===== src/rtl/ps2_host_sender.sv =====
// PS/2 host-to-device transmitter: inhibits the bus, issues a request-to-send,
// then shifts one command byte (LSB first, odd parity, stop) on device clock edges.
`timescale 1ns/1ps
module ps2_host_sender #(
  parameter int INHIBIT_CYCLES = 6000,
  parameter int START_TIMEOUT  = 750000,
  parameter int XFER_TIMEOUT   = 100000
) (
  input  logic       CLOCK_50,
  input  logic       reset,
  input  logic       cmd_valid,
  input  logic [7:0] cmd_data,
  output logic       cmd_ready,
  input  logic       ps2_clk_in,
  input  logic       ps2_dat_in,
  output logic       ps2_clk_oe,
  output logic       ps2_dat_oe,
  output logic       busy,
  output logic       done,
  output logic       ack_ok,
  output logic       error
);

  typedef enum logic [2:0] {
    IDLE, INHIBIT, REQ, WAIT_START, DATA, PARITY, STOP, WAIT_IDLE
  } state_t;

  localparam int INH_W = (INHIBIT_CYCLES > 1) ? $clog2(INHIBIT_CYCLES) : 1;
  localparam logic [INH_W-1:0] INH_LAST   = INH_W'(INHIBIT_CYCLES - 1);
  localparam logic [19:0]      START_LAST = 20'(START_TIMEOUT - 1);
  localparam logic [16:0]      XFER_LAST  = 17'(XFER_TIMEOUT - 1);

  state_t           state;
  logic [1:0]       clk_sync;
  logic [1:0]       dat_sync;
  logic             clk_prev;
  logic             clk_s;
  logic             dat_s;
  logic             fe;
  logic [7:0]       shift;
  logic             parity;
  logic [3:0]       bit_cnt;
  logic [INH_W-1:0] inh_cnt;
  logic [19:0]      start_timer;
  logic [16:0]      xfer_timer;

  // Sync regs reset high so an idle bus never produces a spurious edge.
  always_ff @(posedge CLOCK_50 or posedge reset) begin
    if (reset) begin
      clk_sync <= 2'b11;
      dat_sync <= 2'b11;
      clk_prev <= 1'b1;
    end else begin
      clk_sync <= {clk_sync[0], ps2_clk_in};
      dat_sync <= {dat_sync[0], ps2_dat_in};
      clk_prev <= clk_sync[1];
    end
  end

  assign clk_s     = clk_sync[1];
  assign dat_s     = dat_sync[1];
  assign fe        = clk_prev & ~clk_s;
  assign busy      = (state != IDLE);
  assign cmd_ready = (state == IDLE);

  always_ff @(posedge CLOCK_50 or posedge reset) begin
    if (reset) begin
      state       <= IDLE;
      ps2_clk_oe  <= 1'b0;
      ps2_dat_oe  <= 1'b0;
      done        <= 1'b0;
      error       <= 1'b0;
      ack_ok      <= 1'b0;
      shift       <= 8'd0;
      parity      <= 1'b0;
      bit_cnt     <= 4'd0;
      inh_cnt     <= '0;
      start_timer <= 20'd0;
      xfer_timer  <= 17'd0;
    end else begin
      done  <= 1'b0;
      error <= 1'b0;
      case (state)
        IDLE: begin
          ps2_clk_oe <= 1'b0;
          ps2_dat_oe <= 1'b0;
          if (cmd_valid) begin
            shift      <= cmd_data;
            parity     <= ~^cmd_data;
            ack_ok     <= 1'b0;
            bit_cnt    <= 4'd0;
            inh_cnt    <= '0;
            ps2_clk_oe <= 1'b1;
            state      <= INHIBIT;
          end
        end
        INHIBIT: begin
          if (inh_cnt == INH_LAST) begin
            ps2_dat_oe <= 1'b1;
            state      <= REQ;
          end else begin
            inh_cnt <= inh_cnt + 1'b1;
          end
        end
        REQ: begin
          ps2_clk_oe  <= 1'b0;
          start_timer <= 20'd0;
          state       <= WAIT_START;
        end
        WAIT_START: begin
          if (fe) begin
            ps2_dat_oe <= ~shift[0];
            shift      <= {1'b0, shift[7:1]};
            bit_cnt    <= 4'd1;
            xfer_timer <= 17'd0;
            state      <= DATA;
          end else if (start_timer == START_LAST) begin
            start_timer <= start_timer + 20'd1;
            ps2_clk_oe  <= 1'b0;
            ps2_dat_oe  <= 1'b0;
            error       <= 1'b1;
            state       <= IDLE;
          end else begin
            start_timer <= start_timer + 20'd1;
          end
        end
        DATA, PARITY, STOP, WAIT_IDLE: begin
          // The transfer timeout overrides any edge or idle seen in the same cycle.
          if (xfer_timer == XFER_LAST) begin
            xfer_timer <= xfer_timer + 17'd1;
            ps2_clk_oe <= 1'b0;
            ps2_dat_oe <= 1'b0;
            error      <= 1'b1;
            state      <= IDLE;
          end else begin
            xfer_timer <= xfer_timer + 17'd1;
            if (state == WAIT_IDLE) begin
              if (clk_s && dat_s) begin
                done  <= 1'b1;
                state <= IDLE;
              end
            end else if (fe) begin
              case (state)
                DATA: begin
                  if (bit_cnt == 4'd8) begin
                    ps2_dat_oe <= ~parity;
                    state      <= PARITY;
                  end else begin
                    ps2_dat_oe <= ~shift[0];
                    shift      <= {1'b0, shift[7:1]};
                    bit_cnt    <= bit_cnt + 4'd1;
                  end
                end
                PARITY: begin
                  ps2_dat_oe <= 1'b0;
                  state      <= STOP;
                end
                default: begin
                  ack_ok <= ~dat_s;
                  state  <= WAIT_IDLE;
                end
              endcase
            end
          end
        end
        default: state <= IDLE;
      endcase
    end
  end

endmodule

===== config.mk =====
export PLATFORM = sky130hd
export DESIGN_NAME = ps2_host_sender
export DESIGN_NICKNAME = d
export VERILOG_FILES = /design/src/rtl/ps2_host_sender.sv
export SDC_FILE = /design/constraint.sdc
export NUM_CORES = 1
export LEC_CHECK = 0
export ABC_CLOCK_PERIOD_IN_PS = 2800
export BUFFER_PORTS_ARGS = -buffer_cell sky130_fd_sc_hd__buf_4
export CAP_MARGIN = 0
export CORE_ASPECT_RATIO = 1.4
export CORE_MARGIN = 1.5
export CORE_UTILIZATION = 55
export CTS_CLUSTER_SIZE = 30
export DETAILED_ROUTE_END_ITERATION = 10
export GPL_ROUTABILITY_DRIVEN = 0
export PLACE_DENSITY = 0.77
export SETUP_SLACK_MARGIN = 0.15
export SYNTH_ARGS = -nofsm -noshare
export SYNTH_HDL_FRONTEND = slang
export SYNTH_SLANG_ARGS = --single-unit

===== constraint.sdc =====
create_clock -name CLOCK_50 -period 2.8 [get_ports CLOCK_50]
set_input_delay 0.28 -clock CLOCK_50 [delete_from_list [all_inputs] [get_ports CLOCK_50]]
set_output_delay 0.28 -clock CLOCK_50 [all_outputs]
set_load 0.01 [all_outputs]

==> metrics.md <==
| Metric | Value |
|---|---|
| Setup ws final | `457.1 ps` |
| Seq/Total Area, Yosys | `0.4755` |
| Clock Skews | `10.83 ps` |
| Placed instance area | `4240 sq um` |
| ANT cells | `0` |
| Int Pwr | `2.104 mW` |
| CP top delay family | `simple AND/OR/NAND/NOR gates` |
| Residual DRC | `0` |
| Switching Fraction | `0.3390` |
| CTS Hold Bufs | `0` |
| Reg2Reg Setup Slack | `460 ps` |
| Resize count post-CTS | `0` |
| Share of cells above drive strength 1 | `0.1455` |
| Sequential Power Share | `0.472` |
| Top FF cell, synth | `dfrtp_1` |
| Clock power frac | `0.250` |
| Design Area, Final | `4418 sq um` |
| Vias per cell | `5.665` |
| Port bufs | `19` |
| Fin. max-slew vios | `0` |
| NumNets Final | `453` |
| Critical path buffers and inverters | `1` |
| Status | `finished, final reports clean` |
| Crit path capture | `shift[2]` |
| Leak | `2.003 nW` |
| Synth Area per Inst | `9.716 sq um` |
| NetSw | `1.079 mW` |
| Antenna viol nets, final | `0` |
| I/O pin cnt | `20` |
| Total negative slack | `0 ps` |
| CP startpoint kind | `register` |
| Syn. warnings | `0` |
| # rows | `36` |
| Critical Path End Type | `register` |
| Final Hold Viols | `0` |
| Syn-to-layout area delta | `10.10%` |
| CTS H-tree depth | `3` |
| Cts bufs inserted | `9` |
| Initial antenna violation count | `0` |
| Tcrit/Tclk final | `0.8368` |
| Critical path depth | `5` |
| Post-synth EDFFs | `0` |
| Leading cell type by number of instances after synthesis | `dfrtp_1` |
| Asr flop ratio synth | `1.000` |
| RSZ-0062 raised after global routing | `false` |
| Clock Pin Slew Worst Setup and Hold Paths | `80 ps` |
| Die width | `75.19 microns` |
| Post-route non-filler standard cell count | `535` |
| # Post-CTS Setup Buffers | `0` |
| Pin count of the biggest net entering global routing | `39` |
| Finished Core Util | `0.6287` |
| Synth top area share | `0.4428` |
| Place WS | `463.0 ps` |
| Hpwl dp | `5325 microns` |
| Dominant cell type by area after synthesis | `dfrtp_1` |
| Core area | `7027 sq um` |
| CTS tree | `built` |
| Dpl cells | `519` |
| Critical path's slowest cell | `or4_4` |
| Area of the mapped netlist | `4013 sq um` |
| 1st-iter DRT viols | `158` |
| Crit Path Class | `reg -> reg` |
| Clk sinks | `76` |
| Worst vdd ir | `0.0006181 V` |
| Vias in the first global route | `3,009` |
| Routed WL | `7600 microns` |
| Final setup violation count | `0` |
| Initial core utilization | `0.5710` |
| Worst Path Arrival | `2570 ps` |
| Worst reg-to-reg path cell count | `5` |
| Cell area power density | `720.6 nW/um^2` |
| Drt wl/cell | `14.21 microns` |
| Vias | `3,031` |
| Unique cell type count in the Yosys netlist | `59` |
| Fill cells | `591` |
| Max Cap Violations | `0` |
| First-pass GRT wire length | `13,570 microns` |
| Top post-synthesis cells by area | `dfrtp_1 (44%), nand2_1 (5.4%), mux2i_1 (4.2%), xnor2_1 (4.1%), xor2_1 (4.1%)` |
| Clk Latency, worst-skew pair | `350 ps` |
| Worst Path Required | `3020 ps` |
| Pwr Total | `3.183 mW` |
| Worst-path fanout max | `16` |
| Post-Syn Nets | `431` |
| HP Class | `in -> reg` |
| Fmax | `426.8 MHz` |
| Slew HR | `0.3285` |
| Synth cell count leaders | `dfrtp_1 (71), nand2_1 (58), nor2_1 (35)` |
| Die Y | `104.1 microns` |
| Clock Root Buffer | `clkbuf_8` |
| Gate Count Post-Synth | `413` |
| Clock Path Buffers | `2` |
| CP max stage delay | `590 ps` |
| Die Area | `7825 sq um` |
| DR pass1 iterations | `5` |
| Worst Tran Pin Value | `1007 ps` |
| Total Routing Usage GR | `0.2238` |
| RR Startpoint | `xfer_timer[8]` |
| Setup crit start | `xfer_timer[8]` |
| Hold_ws | `34.10 ps` |
| #FFs+latches synth | `76` |
| Overflow after GRT | `0` |
| Fin crit period | `2343 ps` |
| FF-to-FF End | `shift[2]` |
| Part of the power in combinational logic | `0.278` |
| Critical-path cell list | `or4b_4 -> or4_4 -> o22ai_4 -> buf_4 -> o21ai_0` |
power groups by stage:
| stage | sequential, mW | clock [mW] | combinational (mW) |
|---|---|---|---|
| after detailed placement | 1.51 | 0 | 0.888 |
| final | 1.50 | 0.796 | 0.885 |
| after global routing | 1.54 | 0.866 | 0.990 |
| after CTS | 1.50 | 0.815 | 0.891 |
| after floorplan | 1.45 | 0 | 0.721 |
| after global placement | 1.51 | 0 | 0.856 |
layout by cell type (no fill, tap or decap), types with 4 or more instances in the layout:
cell type,count
dfrtp_1,71
nand2_1,58
nor2_1,35
o21ai_0,32
nand3_1,26
buf_4,26
xor2_1,19
xnor2_1,19
mux2i_1,17
inv_1,10
a21oi_1,10
nor3_1,10
and3_1,9
clkbuf_8,9
nand4_1,8
and2_1,6
or3_1,5
ha_1,5
dfstp_2,5
clkbuf_1,5
and4_1,4
worst min path at each step:
stage	from	end	slack, ps	depth (start not counted)
6_report	ps2_clk_in	clk_sync[0]	30	1
5_1_grt	ps2_dat_in	dat_sync[0]	20	1
4_1_cts	ps2_clk_in	clk_sync[0]	20	1
3_5_place_dp	dat_sync[0]	dat_sync[1]	350	0
3_3_place_gp	clk_sync[0]	clk_sync[1]	350	0
2_1_floorplan	ps2_clk_in	clk_sync[0]	280	0
flip-flops by register name, indices dropped and copies added, names as in the netlist, 2 cells and up:
signal       flops
bit_cnt          4
inh_cnt         13
xfer_timer      17
clk_sync         2
shift            8
state            3
dat_sync         2
start_timer     20
metal layers:
metal	vias up	GRT usage	part of all wire
li1	1493	-	-
met1	1477	0.2869	0.45
met2	51	0.3534	0.50
met3	10	0.05233	0.035
met4	0	0.1020	0.018
met5	-	0	0
cells by family (layout without fill, tap and decap cells):
kind of cell    after synthesis  after routing  share of synthesized area
simple gates                187            187                     0.2445
flops                        76             76                     0.4755
compound gates               61             61                     0.1007
xor+xnor                     38             38                    0.08294
buf+inv                      27             54                    0.03274
mux                          19             19                    0.04802
fa+ha+maj                     5              5                    0.01559
cell type report:
cell class,count,area (sq um),area share
repair buffers,26,195.2,0.04418
clock buffers,14,142.6,0.03229
clock inverters,2,35.03,0.007930
multi-input cells,310,1973,0.4466
well taps,95,118.9,0.02690
flip-flops and latches,76,1908,0.4319
inverters,12,45.04,0.01020
Power figures use the tool's default switching activity.
